[src/rtl/wc_stream.sv]
// Streaming 1-D F(4,3) correlation via Winograd transforms, with CH-tile channel
// accumulation, per-lane output saturation and a ready/valid handshake on both sides.
module wc_stream #(
  parameter int DW = 10,
  parameter int CW = 8,
  parameter int OW = 10,
  parameter int CH = 1
) (
  input  logic            clk,
  input  logic            rst,
  input  logic            coef_we,
  input  logic [3*CW-1:0] coef,
  input  logic            in_valid,
  output logic            in_ready,
  input  logic [6*DW-1:0] d,
  output logic            out_valid,
  input  logic            out_ready,
  output logic [4*OW-1:0] z,
  output logic [3:0]      sat,
  output logic            busy
);

  localparam int VW = DW + 4;
  localparam int UW = CW + 5;
  localparam int MW = VW + UW;
  localparam int YW = MW + 5;
  localparam int AW = YW + $clog2(CH + 1);
  localparam int NW = (CH > 1) ? $clog2(CH) : 1;
  localparam logic [NW-1:0]        LAST = NW'(CH - 1);
  localparam logic signed [YW-1:0] DIV  = YW'(24);
  localparam logic signed [AW-1:0] ZMAX = AW'((2 ** (OW - 1)) - 1);
  localparam logic signed [AW-1:0] ZMIN = AW'(-(2 ** (OW - 1)));

  logic signed [UW-1:0] gx [3];
  logic signed [VW-1:0] dx [6];
  logic signed [YW-1:0] mx [6];
  logic signed [YW-1:0] a   [4];
  logic signed [AW-1:0] sum [4];

  logic signed [UW-1:0] u_q [6], u_d [6];
  logic signed [VW-1:0] v_q [6], v_d [6];
  logic signed [MW-1:0] m_q [6], m_d [6];
  logic signed [YW-1:0] y_q [4], y_d [4];
  logic signed [AW-1:0] acc_q [4], acc_d [4];
  logic [NW-1:0]        cnt_q, cnt_d;
  logic [4*OW-1:0]      z_q, z_d;
  logic [3:0]           sat_q, sat_d;
  logic                 s1_q, s2_q, s3_q, ov_q, rdy_q;
  logic                 stall, coef_ld, accept, last;

  assign busy      = s1_q | s2_q | s3_q | ov_q | (cnt_q != '0);
  assign stall     = ov_q & ~out_ready;
  assign coef_ld   = coef_we & ~busy;
  assign in_ready  = rdy_q & ~stall & ~coef_ld;
  assign accept    = in_valid & in_ready;
  assign last      = (cnt_q == LAST);
  assign out_valid = ov_q;
  assign z         = z_q;
  assign sat       = sat_q;

  // Filter transform is 24*G so U stays integer; the matching /24 happens after A^T.
  always_comb begin
    for (int k = 0; k < 3; k++) gx[k] = UW'(signed'(coef[(2-k)*CW +: CW]));
    for (int k = 0; k < 6; k++) dx[k] = VW'(signed'(d[(5-k)*DW +: DW]));
    u_d[0] = (gx[0] <<< 2) + (gx[0] <<< 1);
    u_d[1] = -((gx[0] + gx[1] + gx[2]) <<< 2);
    u_d[2] = -((gx[0] - gx[1] + gx[2]) <<< 2);
    u_d[3] = gx[0] + (gx[1] <<< 1) + (gx[2] <<< 2);
    u_d[4] = gx[0] - (gx[1] <<< 1) + (gx[2] <<< 2);
    u_d[5] = (gx[2] <<< 4) + (gx[2] <<< 3);
    v_d[0] = (dx[0] <<< 2) - ((dx[2] <<< 2) + dx[2]) + dx[4];
    v_d[1] = -(dx[1] <<< 2) - (dx[2] <<< 2) + dx[3] + dx[4];
    v_d[2] = (dx[1] <<< 2) - (dx[2] <<< 2) - dx[3] + dx[4];
    v_d[3] = -(dx[1] <<< 1) - dx[2] + (dx[3] <<< 1) + dx[4];
    v_d[4] = (dx[1] <<< 1) - dx[2] - (dx[3] <<< 1) + dx[4];
    v_d[5] = (dx[1] <<< 2) - ((dx[3] <<< 2) + dx[3]) + dx[5];
  end

  always_comb begin
    for (int i = 0; i < 6; i++) begin
      m_d[i] = MW'(v_q[i]) * MW'(u_q[i]);
      mx[i]  = YW'(m_q[i]);
    end
    a[0] = mx[0] + mx[1] + mx[2] + mx[3] + mx[4];
    a[1] = mx[1] - mx[2] + (mx[3] <<< 1) - (mx[4] <<< 1);
    a[2] = mx[1] + mx[2] + (mx[3] <<< 2) + (mx[4] <<< 2);
    a[3] = mx[1] - mx[2] + (mx[3] <<< 3) - (mx[4] <<< 3) + mx[5];
    for (int i = 0; i < 4; i++) y_d[i] = a[i] / DIV;
  end

  always_comb begin
    z_d   = '0;
    sat_d = '0;
    cnt_d = last ? '0 : cnt_q + NW'(1);
    for (int i = 0; i < 4; i++) begin
      sum[i]   = acc_q[i] + AW'(y_q[i]);
      acc_d[i] = last ? '0 : sum[i];
      if (sum[i] > ZMAX) begin
        z_d[(3-i)*OW +: OW] = ZMAX[OW-1:0];
        sat_d[3-i]          = 1'b1;
      end else if (sum[i] < ZMIN) begin
        z_d[(3-i)*OW +: OW] = ZMIN[OW-1:0];
        sat_d[3-i]          = 1'b1;
      end else begin
        z_d[(3-i)*OW +: OW] = sum[i][OW-1:0];
      end
    end
  end

  // A held output freezes every stage, so nothing in flight can overtake it.
  always_ff @(posedge clk or negedge rst) begin
    if (!rst) begin
      rdy_q <= 1'b0;
      s1_q  <= 1'b0;
      s2_q  <= 1'b0;
      s3_q  <= 1'b0;
      ov_q  <= 1'b0;
      cnt_q <= '0;
      z_q   <= '0;
      sat_q <= '0;
      for (int i = 0; i < 6; i++) begin
        u_q[i] <= '0;
        v_q[i] <= '0;
        m_q[i] <= '0;
      end
      for (int i = 0; i < 4; i++) begin
        y_q[i]   <= '0;
        acc_q[i] <= '0;
      end
    end else begin
      rdy_q <= 1'b1;
      if (coef_ld) u_q <= u_d;
      if (!stall) begin
        s1_q <= accept;
        s2_q <= s1_q;
        s3_q <= s2_q;
        ov_q <= s3_q & last;
        if (accept) v_q <= v_d;
        if (s1_q) m_q <= m_d;
        if (s2_q) y_q <= y_d;
        if (s3_q) begin
          cnt_q <= cnt_d;
          acc_q <= acc_d;
          if (last) begin
            z_q   <= z_d;
            sat_q <= sat_d;
          end
        end
      end
    end
  end

endmodule
[config.mk]
export PLATFORM = sky130hd
export DESIGN_NAME = wc_stream
export DESIGN_NICKNAME = d
export VERILOG_FILES = /design/src/rtl/wc_stream.sv
export SDC_FILE = /design/constraint.sdc
export NUM_CORES = 2
export LEC_CHECK = 0
export BUFFER_PORTS_ARGS = -buffer_cell sky130_fd_sc_hd__buf_2
export CAP_MARGIN = 40
export CORE_MARGIN = 5
export CORE_UTILIZATION = 30
export DETAILED_ROUTE_END_ITERATION = 16
export SYNTH_ARGS = -nofsm -noshare
export SYNTH_HDL_FRONTEND = slang
export SYNTH_SLANG_ARGS = --single-unit
[constraint.sdc]
create_clock -name clk -period 27.7 [get_ports clk]
set_input_delay 2.77 -clock clk [delete_from_list [all_inputs] [get_ports clk]]
set_output_delay 2.77 -clock clk [all_outputs]
set_load 0.05 [all_outputs]
======== After elaboration in Yosys (flattened, before gate mapping) ========
Cells that the tools add are included.
word-level totals
  register bits ........................... 628
  bits of input ports ..................... 89
  output and inout port bits .............. 47
operators by class
  add/sub/neg operators ................... 50
  multiply operators ...................... 6
  div/mod/pow operators ................... 4
  magnitude comparators ................... 8
  multiplexer cells ....................... 21
  bitwise operators ....................... 15
  reductions and logical operators ........ 5
operators with widths
  operator                                                                            count
  33-bit by 32-bit adder with 33-bit output                                           4
  33-bit by 10-bit greater-than comparator with 1-bit output (second input constant)  4
  33-bit by 10-bit less-than comparator with 1-bit output (second input constant)     4
  33-bit two-way mux                                                                  4
  32-bit by 6-bit divider with 32-bit output (second input constant)                  4
  14-bit by 10-bit adder with 14-bit output                                           6
  14-bit by 13-bit multiplier with 27-bit output                                      3
  10-bit two-way mux                                                                  8
  14-bit by 11-bit multiplier with 25-bit output                                      3
  27-bit by 27-bit adder with 28-bit output                                           2
  32-bit by 27-bit adder with 32-bit output                                           1
  31-bit by 30-bit subtractor with 32-bit output                                      1
  28-bit by 30-bit adder with 31-bit output                                           1
  30-bit by 27-bit adder with 31-bit output                                           1
  30-bit by 29-bit adder with 31-bit output                                           1
  28-bit by 29-bit adder with 30-bit output                                           1
  29-bit by 27-bit adder with 30-bit output                                           1
  29-bit by 28-bit subtractor with 30-bit output                                      1
  28-bit by 27-bit adder with 29-bit output                                           1
  28-bit by 28-bit adder with 29-bit output                                           1
  12-bit by 13-bit subtractor with 14-bit output                                      2
  27-bit by 27-bit subtractor with 28-bit output                                      1
  12-bit by 10-bit adder with 13-bit output                                           2
  12-bit negation with 13-bit output                                                  2
  25 further kinds                                                                    50

======== Logic depth before layout (Yosys ltp) ========
  word-level depth ........................ 10
  depth in mapped cells ................... 137
  mapped depth without buffers ............ 122

======== Worst setup path after synthesis ========
Ideal clock, no wire load.
  path type ............................... register to register
  from .................................... register m_q[83] (netlist name)
  to ...................................... register y_q[24] (netlist name)
  setup time .............................. 0.130 ns
  arrival ................................. 28.432 ns
  slack ................................... -0.863 ns
  stages on the path, launching flop included .. 127
  buffers on the path ..................... 5
  cells stage by stage .................... dfrtp_1 -> inv_1 -> ha_1 -> o21a_1 -> nor2_1 -> inv_1 -> a21oi_1 -> nor2b_1 -> o21a_1 -> o21ai_0 -> nand2b_1 -> a21oi_1 -> inv_1 -> a21oi_1 -> nor2b_1 -> o21ai_0 -> nand2b_1 -> a21oi_1 -> [... 91 more ...] -> a31oi_2 -> or3_1 -> nand2_1 -> o2111a_2 -> nor2_4 -> xnor2_1 -> a21oi_1 -> o221ai_2 -> o211ai_1 -> nor2_1 -> o21bai_1 -> xnor2_1 -> a211oi_1 -> ha_1 -> nand3_1 -> o41ai_1 -> xnor2_1 -> o21ai_1
between the ends
  word-level cells in the longest chain between the ends .. 5
RTL lines
  what                                            RTL line  text
  start: declaration                              42        logic signed [MW-1:0] m_q [6], m_d [6];
  start signal: assignment                        139       if (s1_q) m_q <= m_d;
  27-bit by 27-bit subtractor with 28-bit output  87        a[3] = mx[1] - mx[2] + (mx[3] <<< 3) - (mx[4] <<< 3) + mx[5];
  28-bit by 30-bit adder with 31-bit output       87
  31-bit by 30-bit subtractor with 32-bit output  87
  32-bit by 27-bit adder with 32-bit output       87
  32-bit by 6-bit divider with 32-bit output      88        for (int i = 0; i < 4; i++) y_d[i] = a[i] / DIV;
  end signal: assignment                          140       if (s2_q) y_q <= y_d;
  end: declaration                                43        logic signed [YW-1:0] y_q [4], y_d [4];
No other way between the ends.
A chain may end at the register's enable or synchronous reset.

======== Worst setup path in the final report ========
  from .................................... register m_q[83] (netlist name)
  to ...................................... register y_q[22] (netlist name)
The elaborated chain is that of the path after synthesis.

==> flow_summary.yaml <==
worst_setup_path:
  startpoint: "m_q[83]"
  cp.arrival_ps: 27940
  slowest_stage: "or4b_4"
  path_buf_inv: 23
  cp.required_ps: 28290
  critPathMaxStageDelay_ps: 560
  cp-endpoint: "y_q[22]"
  path_max_fanout: 7
  crit_type: "reg2reg"
  reg2reg_to: "y_q[22]"
  start_kind: "register"
  critPathTopFamily: "compound AO/OA/AOI/OAI gates"
  reg2reg_depth: 130
  r2r-start: "m_q[83]"
  cp-end-kind: "register"
  ff2ff_setup_slack_ps: 350
  crit_cells: 130
synthesis:
  synth_mux_area_share_pct: 1.46
  synth_top_area_share_pct: 26.7
  synth_area_um2: 88600
  synth-seq-cells: 467
  synth.largest_area_cell: "fa_1"
  yosysSeqAreaShare_pct: 13.2
  synth_top_family_by_area: "adder cells"
  yosys.area_share.simple_pct: 17.3
  synth_cells: 10300
  synth-edff-count: 0
  async_reset_ff_share_pct: 100
  syn_nets: 12300
  synthXorXnorAreaFrac_pct: 7.93
  yosys_warnings: 0
  synth_area_per_cell_um2: 8.59
  synth.distinct_cells: 143
  synth.area.top_cells: "fa_1 27%, dfrtp_1 13%, ha_1 9.8%"
  synth_compound_area_share_pct: 15.7
  synth_adder_area_share_pct: 36.6
  synth_ff_type: "dfrtp_1"
sta:
  setup_viol: 0
  fin_crit_sh_pct: 98.7
  skew_ps: 45.6
  fin_tns_setup_ps: 0
  whs_ps: 479
  period_needed_ps: 27350
  fmax_mhz: 36.6
  rsz0062_at_grt: "yes"
  slew_headroom_pct: 31.7
  worst_pin_slew_ps: 1020
  layout_setup_ws_ps: 348
  report.final.slew_viol_count: 0
  hold_viol: 0
routing:
  via_count: 74500
  drc_errors: 0
  antenna_left: 0
  routed_wl_um: 275000
  route.detailed.wl_per_inst_um: 18.2
  via_per_inst: 4.92
  drt-pass1-iter-count: 5
  drt_iter0_markers: 4858
clock_network:
  htree_levels: 2
  clk_latency_ps: 710
  cts_root_buf: "clkbuf_16"
  cts_hold_buf: 0
  cts_tree: "yes"
  clock-sinks: 467
  ctsLongestPathBuffers: 3
  cts_buffers: 56
  clkTransAtPathRegs_ps: 60
die:
  dieHeight_um: 553
  io_pins: 136
  dieArea_um2: 306000
  start_util_pct: 30.1
  core_area_um2: 294000
  rows: 199
  die_x_um: 553
cells_and_area:
  final_common_cell: "inv_1"
  syn2layout_area_growth_pct: 18.8
  final_cell_mix: "1430 x inv_1, 1182 x fa_1, 1174 x nand2_1"
  fin_nets: 13100
  layout-drive-gt1-share_pct: 16.2
  post-route-util_pct: 35.8
grt:
  grt.total_usage_pct: 17.6
  antenna_found_initial: 17
  grt_overflow: 0
  grt_pass1_wl_um: 431000
  grt_max_degree: 138
  grt_pass1_vias: 74100
flow_run:
  cap_violations: 0
status:
  status: "complete, no violations"
place:
  dp_slack_ps: -843
  port_buffers: 135
  dp_hpwl_um: 229000
  gp_congestion: 0.945
worst_hold_path:
  hp-class: "reg2reg"
worst min path at each step:
stage	cells past startpoint	start	endpoint
2_1_floorplan	2	y_q[100]	y_q[100]
3_3_place_gp	2	y_q[39]	y_q[39]
3_5_place_dp	2	y_q[72]	y_q[72]
4_1_cts	2	u_q[41]	u_q[41]
5_1_grt	2	y_q[32]	y_q[32]
6_report	2	u_q[41]	u_q[41]
layer usage:
layer	track usage [%]	up-vias	share of wire, %
li1	-	35900	-
met1	25.4	36500	47
met2	27.8	1788	44
met3	2.30	311	5.6
met4	4.15	8	2.8
met5	0	-	0.022
repair_timing:
action                     4_1_cts  5_1_grt
pin swaps                       32      192
resized for setup               82      381
buffers inserted                24       68
cloned                           2        0
setup endpoints to repair       32       32
worst min-delay path: stages (launching register included):
cell,delay [ps]
dfrtp_1,340
nand2_1,50
o21ai_0,60
synth_stat cells, types with 138 or more instances:
| master | instances |
|---|---|
| a21o_1 | 138 |
| a21oi_1 | 512 |
| and2_1 | 485 |
| clkbuf_1 | 331 |
| dfrtp_1 | 467 |
| fa_1 | 1183 |
| ha_1 | 694 |
| inv_1 | 1433 |
| nand2_1 | 1185 |
| nand2b_1 | 139 |
| nor2_1 | 472 |
| o21ai_0 | 601 |
| o21bai_1 | 186 |
| xnor2_1 | 559 |
| xor2_1 | 226 |
through the flow:
stage / area (um2) / instances
final: 105000 / 15100
after floorplan: 88700 / 10300
after global routing: 105000 / 15100
after detailed placement: 100000 / 14900
after CTS: 103000 / 15100
after global placement: 99900 / 14900
kinds of logic (layout without fill, tap and decap cells):
logic type / Yosys count / count (layout)
fa+ha+maj: 1885 / 1885
simple gates: 3084 / 3084
buf+inv: 1819 / 2715
xor+xnor: 793 / 793
other cells: 1 / 4
mux: 116 / 116
compound gates: 2141 / 2143
flops: 467 / 467
area by class of cell:
cell class / count / area [um2]
fill: 30500 / 189000
multi-input combinational: 8022 / 72400
sequential: 467 / 11700
timing repair buffer: 1173 / 8880
inverter: 1436 / 5390
tap: 3919 / 4900
clock buffer: 74 / 1560
clock inverter: 32 / 347
antenna: 3 / 7.51
flip-flops by register name, indices dropped and copies added (netlist names):
name / count
m_q: 147
out_valid: 1
rdy_q: 1
s1_q: 1
s2_q: 1
s3_q: 1
sat: 4
u_q: 60
v_q: 83
y_q: 128
z: 40
Power is not shown: default switching activity piles up to over one toggle a cycle in this logic, so the estimate is an artifact.
